File: config.mk
export PLATFORM = sky130hd
export DESIGN_NAME = bpsk_symbol_slicer
export DESIGN_NICKNAME = d
export VERILOG_FILES = /design/src/rtl/bpsk_symbol_slicer.sv
export SDC_FILE = /design/constraint.sdc
export NUM_CORES = 1
export LEC_CHECK = 0
export BUFFER_PORTS_ARGS = -buffer_cell sky130_fd_sc_hd__buf_4
export CAP_MARGIN = 20
export CORE_MARGIN = 2
export CORE_UTILIZATION = 35
export DETAILED_ROUTE_END_ITERATION = 10
export PLACE_DENSITY = 0.64
export SLEW_MARGIN = 10
export SYNTH_ARGS = -nofsm -noshare
export SYNTH_HDL_FRONTEND = slang
export SYNTH_SLANG_ARGS = --single-unit
File: constraint.sdc
create_clock -name s00_axis_aclk -period 5.2 [get_ports s00_axis_aclk]
set_input_delay 0.52 -clock s00_axis_aclk [delete_from_list [all_inputs] [get_ports s00_axis_aclk]]
set_output_delay 0.52 -clock s00_axis_aclk [all_outputs]
set_load 0.03 [all_outputs]
File: src/rtl/bpsk_symbol_slicer.sv
// Integrate-and-dump BPSK hard slicer for de-rotated I/Q samples.
// Decided bits are packed MSB-first into bytes on an AXI-Stream master.
module bpsk_symbol_slicer #(
  parameter int C_S00_AXIS_TDATA_WIDTH = 32,
  parameter int C_M00_AXIS_TDATA_WIDTH = 32,
  parameter int SAMPLES_PER_SYMBOL     = 8,
  parameter int ACC_WIDTH              = 24
) (
  input  logic                              s00_axis_aclk,
  input  logic                              s00_axis_aresetn,
  input  logic                              s00_axis_tvalid,
  input  logic [C_S00_AXIS_TDATA_WIDTH-1:0] s00_axis_tdata,
  input  logic [3:0]                        s00_axis_tstrb,
  input  logic                              s00_axis_tlast,
  output logic                              s00_axis_tready,
  input  logic                              m00_axis_tready,
  output logic                              m00_axis_tvalid,
  output logic [C_M00_AXIS_TDATA_WIDTH-1:0] m00_axis_tdata,
  output logic [3:0]                        m00_axis_tstrb,
  output logic                              m00_axis_tlast
);

  localparam int CW = (SAMPLES_PER_SYMBOL > 1) ?
                      $clog2(SAMPLES_PER_SYMBOL) : 1;

  if (ACC_WIDTH < 16 + $clog2(SAMPLES_PER_SYMBOL)) begin : g_acc_chk
    $error("ACC_WIDTH too small for SAMPLES_PER_SYMBOL");
  end
  if (SAMPLES_PER_SYMBOL < 1 || SAMPLES_PER_SYMBOL > 256) begin : g_sps_chk
    $error("SAMPLES_PER_SYMBOL out of range 1..256");
  end
  if (C_S00_AXIS_TDATA_WIDTH != 32 || C_M00_AXIS_TDATA_WIDTH < 8) begin : g_w_chk
    $error("unsupported AXIS data width");
  end

  logic [ACC_WIDTH-1:0] acc_q, acc_d, sum;
  logic [CW-1:0]        samp_cnt_q, samp_cnt_d;
  logic [2:0]           bit_cnt_q, bit_cnt_d;
  logic [7:0]           shift_q, shift_d;
  logic                 m_valid_q, m_valid_d;
  logic [7:0]           m_data_q, m_data_d;
  logic                 m_last_q, m_last_d;

  logic       accept, sym_end, emit, dec_bit;
  logic [7:0] shifted, byte_v;
  logic       unused_ok;

  assign unused_ok = ^{s00_axis_tstrb,
                       s00_axis_tdata[C_S00_AXIS_TDATA_WIDTH-1:16]};

  assign s00_axis_tready = !m_valid_q || m00_axis_tready;
  assign accept  = s00_axis_tvalid && s00_axis_tready;
  assign sum     = acc_q + {{(ACC_WIDTH-16){s00_axis_tdata[15]}},
                            s00_axis_tdata[15:0]};
  assign dec_bit = ~sum[ACC_WIDTH-1];
  assign sym_end = accept &&
                   (samp_cnt_q == CW'(SAMPLES_PER_SYMBOL - 1) ||
                    s00_axis_tlast);
  assign emit    = sym_end && (bit_cnt_q == 3'd7 || s00_axis_tlast);
  assign shifted = {shift_q[6:0], dec_bit};
  // A short final byte is left-aligned so the first bit stays in the MSB
  assign byte_v  = shifted << (3'd7 - bit_cnt_q);

  always_comb begin
    acc_d      = acc_q;
    samp_cnt_d = samp_cnt_q;
    bit_cnt_d  = bit_cnt_q;
    shift_d    = shift_q;
    m_valid_d  = m_valid_q;
    m_data_d   = m_data_q;
    m_last_d   = m_last_q;
    if (accept) begin
      if (sym_end) begin
        acc_d      = '0;
        samp_cnt_d = '0;
        if (emit) begin
          bit_cnt_d = '0;
          shift_d   = '0;
        end else begin
          bit_cnt_d = bit_cnt_q + 3'd1;
          shift_d   = shifted;
        end
      end else begin
        acc_d      = sum;
        samp_cnt_d = samp_cnt_q + CW'(1);
      end
    end
    if (emit) begin
      m_valid_d = 1'b1;
      m_data_d  = byte_v;
      m_last_d  = s00_axis_tlast;
    end else if (m00_axis_tready) begin
      m_valid_d = 1'b0;
      m_data_d  = '0;
      m_last_d  = 1'b0;
    end
  end

  always_ff @(posedge s00_axis_aclk) begin
    if (!s00_axis_aresetn) begin
      acc_q      <= '0;
      samp_cnt_q <= '0;
      bit_cnt_q  <= '0;
      shift_q    <= '0;
      m_valid_q  <= 1'b0;
      m_data_q   <= '0;
      m_last_q   <= 1'b0;
    end else begin
      acc_q      <= acc_d;
      samp_cnt_q <= samp_cnt_d;
      bit_cnt_q  <= bit_cnt_d;
      shift_q    <= shift_d;
      m_valid_q  <= m_valid_d;
      m_data_q   <= m_data_d;
      m_last_q   <= m_last_d;
    end
  end

  assign m00_axis_tvalid = m_valid_q;
  assign m00_axis_tdata  = {{(C_M00_AXIS_TDATA_WIDTH-8){1'b0}}, m_data_q};
  assign m00_axis_tstrb  = m_valid_q ? 4'b0001 : 4'b0000;
  assign m00_axis_tlast  = m_last_q;

endmodule
; After elaboration in Yosys (flattened, before gate mapping)
; Index checks and enable logic that the tools add are counted.
[classes]
add_sub_neg = 4
n_eq_ne = 2
shift = 1
n_mux = 10
n_bitwise = 1
reduce_logical = 9
[op_table]
columns = cell, count
row1 = 24-bit adder, 1
row2 = 24-bit 2-to-1 mux, 1
row3 = 8-bit 2-to-1 mux, 2
row4 = 8-bit by 3-bit << shifter with 8-bit output, 1
row5 = 7-bit 2-to-1 mux, 1
row6 = 3-bit by 1-bit adder with 3-bit output (second input constant), 2
row7 = 3-bit equality test (second input constant), 2
row8 = 3-bit 2-to-1 mux, 2
row9 = 1-bit 2-to-1 mux, 4
row10 = 1-bit logical AND, 3
row11 = 1-bit logical OR, 3
row12 = 3-bit subtractor (first input constant), 1
row13 = 2-bit AND reduction, 1
row14 = 2-bit nonzero test, 1
row15 = 1-bit zero test, 1
row16 = 1-bit NOT, 1
[totals]
ff_bits = 47
input_bits = 41
elab_cells = 34

; Logic depth before layout (Yosys ltp)
[logic_depth]
depth_word = 6
ltp_mapped = 12

; Worst setup path after synthesis
; OpenSTA, ideal clock, no wires.
[synth_timing]
path_kind = input port to flip-flop
from = input port s00_axis_tdata[10]
to = register m_data_q[5]
setup_ns = 0.074
arrival_ns = 2.881
t_required_ns = 5.126
setup_slack_ns = 2.245
stages = 10
n_path_buf = 0
path_cell_list = ha_1 > a21o_1 > a211oi_2 > o21ai_1 > or3_4 > o22a_4 > a21oi_4 > xnor2_2 > or4b_1 > a31oi_1
[synth_between]
elab_chain_cells = 4
[synth_rtl]
columns = element, line
row1 = from (decl), 12  ; input logic [C_S00_AXIS_TDATA_WIDTH-1:0] s00_axis_tdata,
row2 = 24-bit adder, 53  ; assign sum = acc_q + {{(ACC_WIDTH-16){s00_axis_tdata[15]}},
row3 = 1-bit NOT, 55  ; assign dec_bit = ~sum[ACC_WIDTH-1];
row4 = 8-bit by 3-bit << shifter with 8-bit output, 62  ; assign byte_v = shifted << (3'd7 - bit_cnt_q);
row5 = 8-bit 2-to-1 mux, 88  ; if (emit) begin
row6 = to (signal assigned), 114  ; m_data_q <= m_data_d;
row7 = to (decl), 41  ; logic [7:0] m_data_q, m_data_d;
; No other way between the ends.
; A chain may end at the register's enable or synchronous reset.

; Worst setup path after layout
; Ends and elaborated chain as after synthesis.

==> load_flow_metrics.sql <==
INSERT INTO impl_metrics (metric_group, metric, value, unit) VALUES
('timing', 'fin_tns_setup', '0', 'ns'),
('final_layout', 'syn_to_final_growth', '9.63', '%'),
('drt', 'vias_per_cell', '5.10', ''),
('logic_synthesis', 'synthesis.area_per_instance', '8.55', 'um^2'),
('floorplanning', 'num_rows', '35', ''),
('final_layout', 'insertedDiodeCount', '0', ''),
('final_layout', 'sequential_cell_area', '941', 'um^2'),
('logic_synthesis', 'summed_instance_area_of_the_synthesized_netlist', '3270', 'um^2'),
('critical_path', 'critPathArrivalTime', '3.18', 'ns'),
('floorplanning', 'die-height', '101', 'um'),
('logic_synthesis', 'synthesis.instances', '383', ''),
('power_and_ir_drop', 'static-leakage-power', '1.50', 'nW'),
('drt', 'postRouteWirelength', '6200', 'um'),
('timing', 'fin_worst_skew', '0.0101', 'ns'),
('clocking', 'postCtsSetupBuffers', '0', ''),
('clocking', 'cts_made_buffers', '5', ''),
('timing', 'setup-violations-final', '0', ''),
('logic_synthesis', 'synth_sequential_area_ratio', '0.287', ''),
('timing', 'worst-slew-pin-transition', '0.813', 'ns'),
('logic_synthesis', 'async_reset_ff_frac', '0', ''),
('timing', 'max_slew_margin', '0.444', ''),
('floorplanning', 'floorplan.core_area', '9150', 'um^2'),
('critical_path', 'reg2reg_setup_slack', '2.28', 'ns'),
('drt', 'routed_wire_length_per_instance', '12.0', 'um'),
('logic_synthesis', 'postSynthRegisterBits', '47', ''),
('floorplanning', 'ios', '80', ''),
('clocking', 'clk_path_buf_depth', '2', ''),
('timing', 'rsz0062_at_grt', 'no', ''),
('drt', 'detail_route.first_pass.iterations', '4', ''),
('global_routing', 'grt_pass1_vias', '2429', ''),
('timing', 'timing.fmax', '0.340', 'GHz'),
('clocking', 'clock-root-buffer', 'sky130_fd_sc_hd__clkbuf_8', ''),
('clocking', 'post_cts.resized_instances', '0', ''),
('global_routing', 'globalRouteTotalUtil', '0.130', ''),
('drt', 'drcViolationCount', '0', ''),
('power_and_ir_drop', 'irDropWorstVdd', '97.5', 'uV'),
('logic_synthesis', 'ys_top_cells_by_area', 'sky130_fd_sc_hd__dfxtp_1 (29%), sky130_fd_sc_hd__ha_1 (10%), sky130_fd_sc_hd__buf_4 (6.6%)', ''),
('timing', 'min_period', '2.94', 'ns'),
('timing', 'hold_viol', '0', ''),
('critical_path', 'data_required_critical_path', '5.44', 'ns'),
('critical_path', 'slowest_stage_cell_cp', 'sky130_fd_sc_hd__or4b_1', ''),
('logic_synthesis', 'synth_ff_type', 'sky130_fd_sc_hd__dfxtp_1', ''),
('clocking', 'htreeDepth', '2', ''),
('drt', 'vias', '2636', ''),
('critical_path', 'critical-path-max-stage-delay', '0.48', 'ns'),
('power_and_ir_drop', 'power_density', '239', 'nW/um^2'),
('drt', 'initialDrtViolationCount', '66', ''),
('critical_path', 'cp_max_fo', '8', ''),
('clocking', 'tritoncts', 'built', ''),
('timing', 'slew_viol_final', '0', ''),
('final_layout', 'drive_gt1_frac', '0.131', ''),
('global_routing', 'grt_start_max_net_pins', '42', ''),
('run_status', 'status', 'completed', ''),
('clocking', 'clk_latency', '0.30', 'ns'),
('logic_synthesis', 'synth_edf_count', '0', ''),
('global_routing', 'grt_pass1_wl', '11000', 'um'),
('logic_synthesis', 'synthDistinctLibCells', '60', ''),
('floorplanning', 'start_util', '0.358', ''),
('flow_run', 'cap_violations', '0', ''),
('min_path', 'worst_hold_path_type', 'reg2reg', ''),
('logic_synthesis', 'ys_top_cells_by_count', 'sky130_fd_sc_hd__dfxtp_1 (47), sky130_fd_sc_hd__buf_4 (29), sky130_fd_sc_hd__nand2_1 (29), sky130_fd_sc_hd__nor2b_1 (29), sky130_fd_sc_hd__ha_1 (27)', ''),
('logic_synthesis', 'yosys_top_cell_by_area', 'sky130_fd_sc_hd__dfxtp_1', ''),
('clocking', 'cts_num_sinks', '47', ''),
('timing', 'fin_crit_sh', '0.565', ''),
('critical_path', 'crit_path_end_kind', 'flop', ''),
('logic_synthesis', 'synth.most_common_cell', 'sky130_fd_sc_hd__dfxtp_1', ''),
('final_layout', 'postLayoutCoreUtil', '0.392', ''),
('drt', 'final_antenna_net_count', '0', ''),
('logic_synthesis', 'synthesis.yosys.warnings', '0', ''),
('floorplanning', 'die_area', '10100', 'um^2'),
('placed_design', 'hpwlAfterDp', '4530', 'um');
## layer usage
metal	vias up	part of all wire	global-route usage
met1	1203	0.50	0.170
met2	56	0.45	0.216
met5	-	0	0
met4	0	0.0064	0.0306
met3	4	0.041	0.0312
li1	1373	-	-
## path summary, 6_finish.rpt
path	start	depth (start not counted)	to
hold reg to reg	m_data_q[2]$_SDFFE_PN0P_	2	m_data_q[2]$_SDFFE_PN0P_
hold / removal	m_data_q[2]$_SDFFE_PN0P_	2	m_data_q[2]$_SDFFE_PN0P_
setup / recovery	s00_axis_tdata[10]	11	m_data_q[5]$_SDFFE_PN0P_
setup reg to reg	acc_q[10]$_SDFFE_PN0P_	10	m_data_q[5]$_SDFFE_PN0P_
## worst register-to-register path, cell delays in order, from the launching register on
cell                       delay (ns)
sky130_fd_sc_hd__dfxtp_1         0.32
sky130_fd_sc_hd__ha_1            0.35
sky130_fd_sc_hd__a21o_1          0.22
sky130_fd_sc_hd__a211oi_2        0.22
sky130_fd_sc_hd__o21ai_1         0.10
sky130_fd_sc_hd__or3_4           0.42
sky130_fd_sc_hd__o22a_4          0.29
sky130_fd_sc_hd__a21oi_4         0.17
sky130_fd_sc_hd__xnor2_2         0.14
sky130_fd_sc_hd__or4b_1          0.48
sky130_fd_sc_hd__a31oi_1         0.16
## flip-flops by register name, indices dropped and copies added, names as in the netlist
name / cells
m00_axis_tlast: 1
shift_q: 7
m00_axis_tvalid: 1
samp_cnt_q: 3
m_data_q: 8
bit_cnt_q: 3
acc_q: 24
## placed cells by master, fill, tap and decap left out, types with 4 or more instances in the layout
master / n
sky130_fd_sc_hd__o21a_1: 7
sky130_fd_sc_hd__o211ai_1: 4
sky130_fd_sc_hd__nand3_1: 8
sky130_fd_sc_hd__dfxtp_1: 47
sky130_fd_sc_hd__and2_1: 5
sky130_fd_sc_hd__a31oi_1: 6
sky130_fd_sc_hd__a21oi_1: 21
sky130_fd_sc_hd__nor2b_1: 29
sky130_fd_sc_hd__o21ai_0: 22
sky130_fd_sc_hd__nor2_1: 16
sky130_fd_sc_hd__ha_1: 27
sky130_fd_sc_hd__a22oi_1: 20
sky130_fd_sc_hd__xnor2_1: 7
sky130_fd_sc_hd__inv_1: 7
sky130_fd_sc_hd__mux2i_1: 4
sky130_fd_sc_hd__xor2_1: 11
sky130_fd_sc_hd__nand2_1: 29
sky130_fd_sc_hd__buf_4: 34
sky130_fd_sc_hd__and3_1: 7
sky130_fd_sc_hd__clkbuf_8: 5
sky130_fd_sc_hd__a21o_1: 8
sky130_fd_sc_hd__conb_1: 27
## stage by stage
| stage | area, um^2 | hold WS (ns) | power [mW] | setup slack [ns] | cells |
|---|---|---|---|---|---|
| after floorplan | 3370 | 0.429 | 0.562 | 2.25 | 409 |
| after global placement | 3470 | 0.442 | 0.587 | 1.93 | 509 |
| after detailed placement | 3470 | 0.445 | 0.590 | 1.93 | 509 |
| after CTS | 3590 | 0.460 | 0.871 | 2.26 | 517 |
| after global routing | 3590 | 0.484 | 0.912 | 2.02 | 517 |
| final | 3590 | 0.457 | 0.860 | 2.26 | 517 |
## area by class of cell
type | count | share of cell area
Inverter | 7 | 0.00732
Sequential cell | 47 | 0.262
Clock inverter | 3 | 0.0129
Tap cell | 111 | 0.0387
Timing Repair Buffer | 34 | 0.0711
Multi-Input combinational cell | 310 | 0.589
Clock buffer | 5 | 0.0192
## power by group
group	switching [mW]	leakage [nW]	internal (mW)	total, mW
logic	0.123	1.07	0.0788	0.201
clock network	0.133	0.0548	0.145	0.278
registers	0.00718	0.382	0.373	0.380
## cells by family after synthesis
family / after synthesis / synth area share
AOI/OAI and AO/OA: 116 / 0.244
DFF: 47 / 0.287
buffers and inverters: 52 / 0.0986
xor gates and xnor gates: 19 / 0.0531
and+or+nand+nor: 114 / 0.187
other: 1 / 0.00115
adders and majority gates: 28 / 0.109
muxes: 6 / 0.0191
No activity file was read; power rests on OpenSTA's default activity.
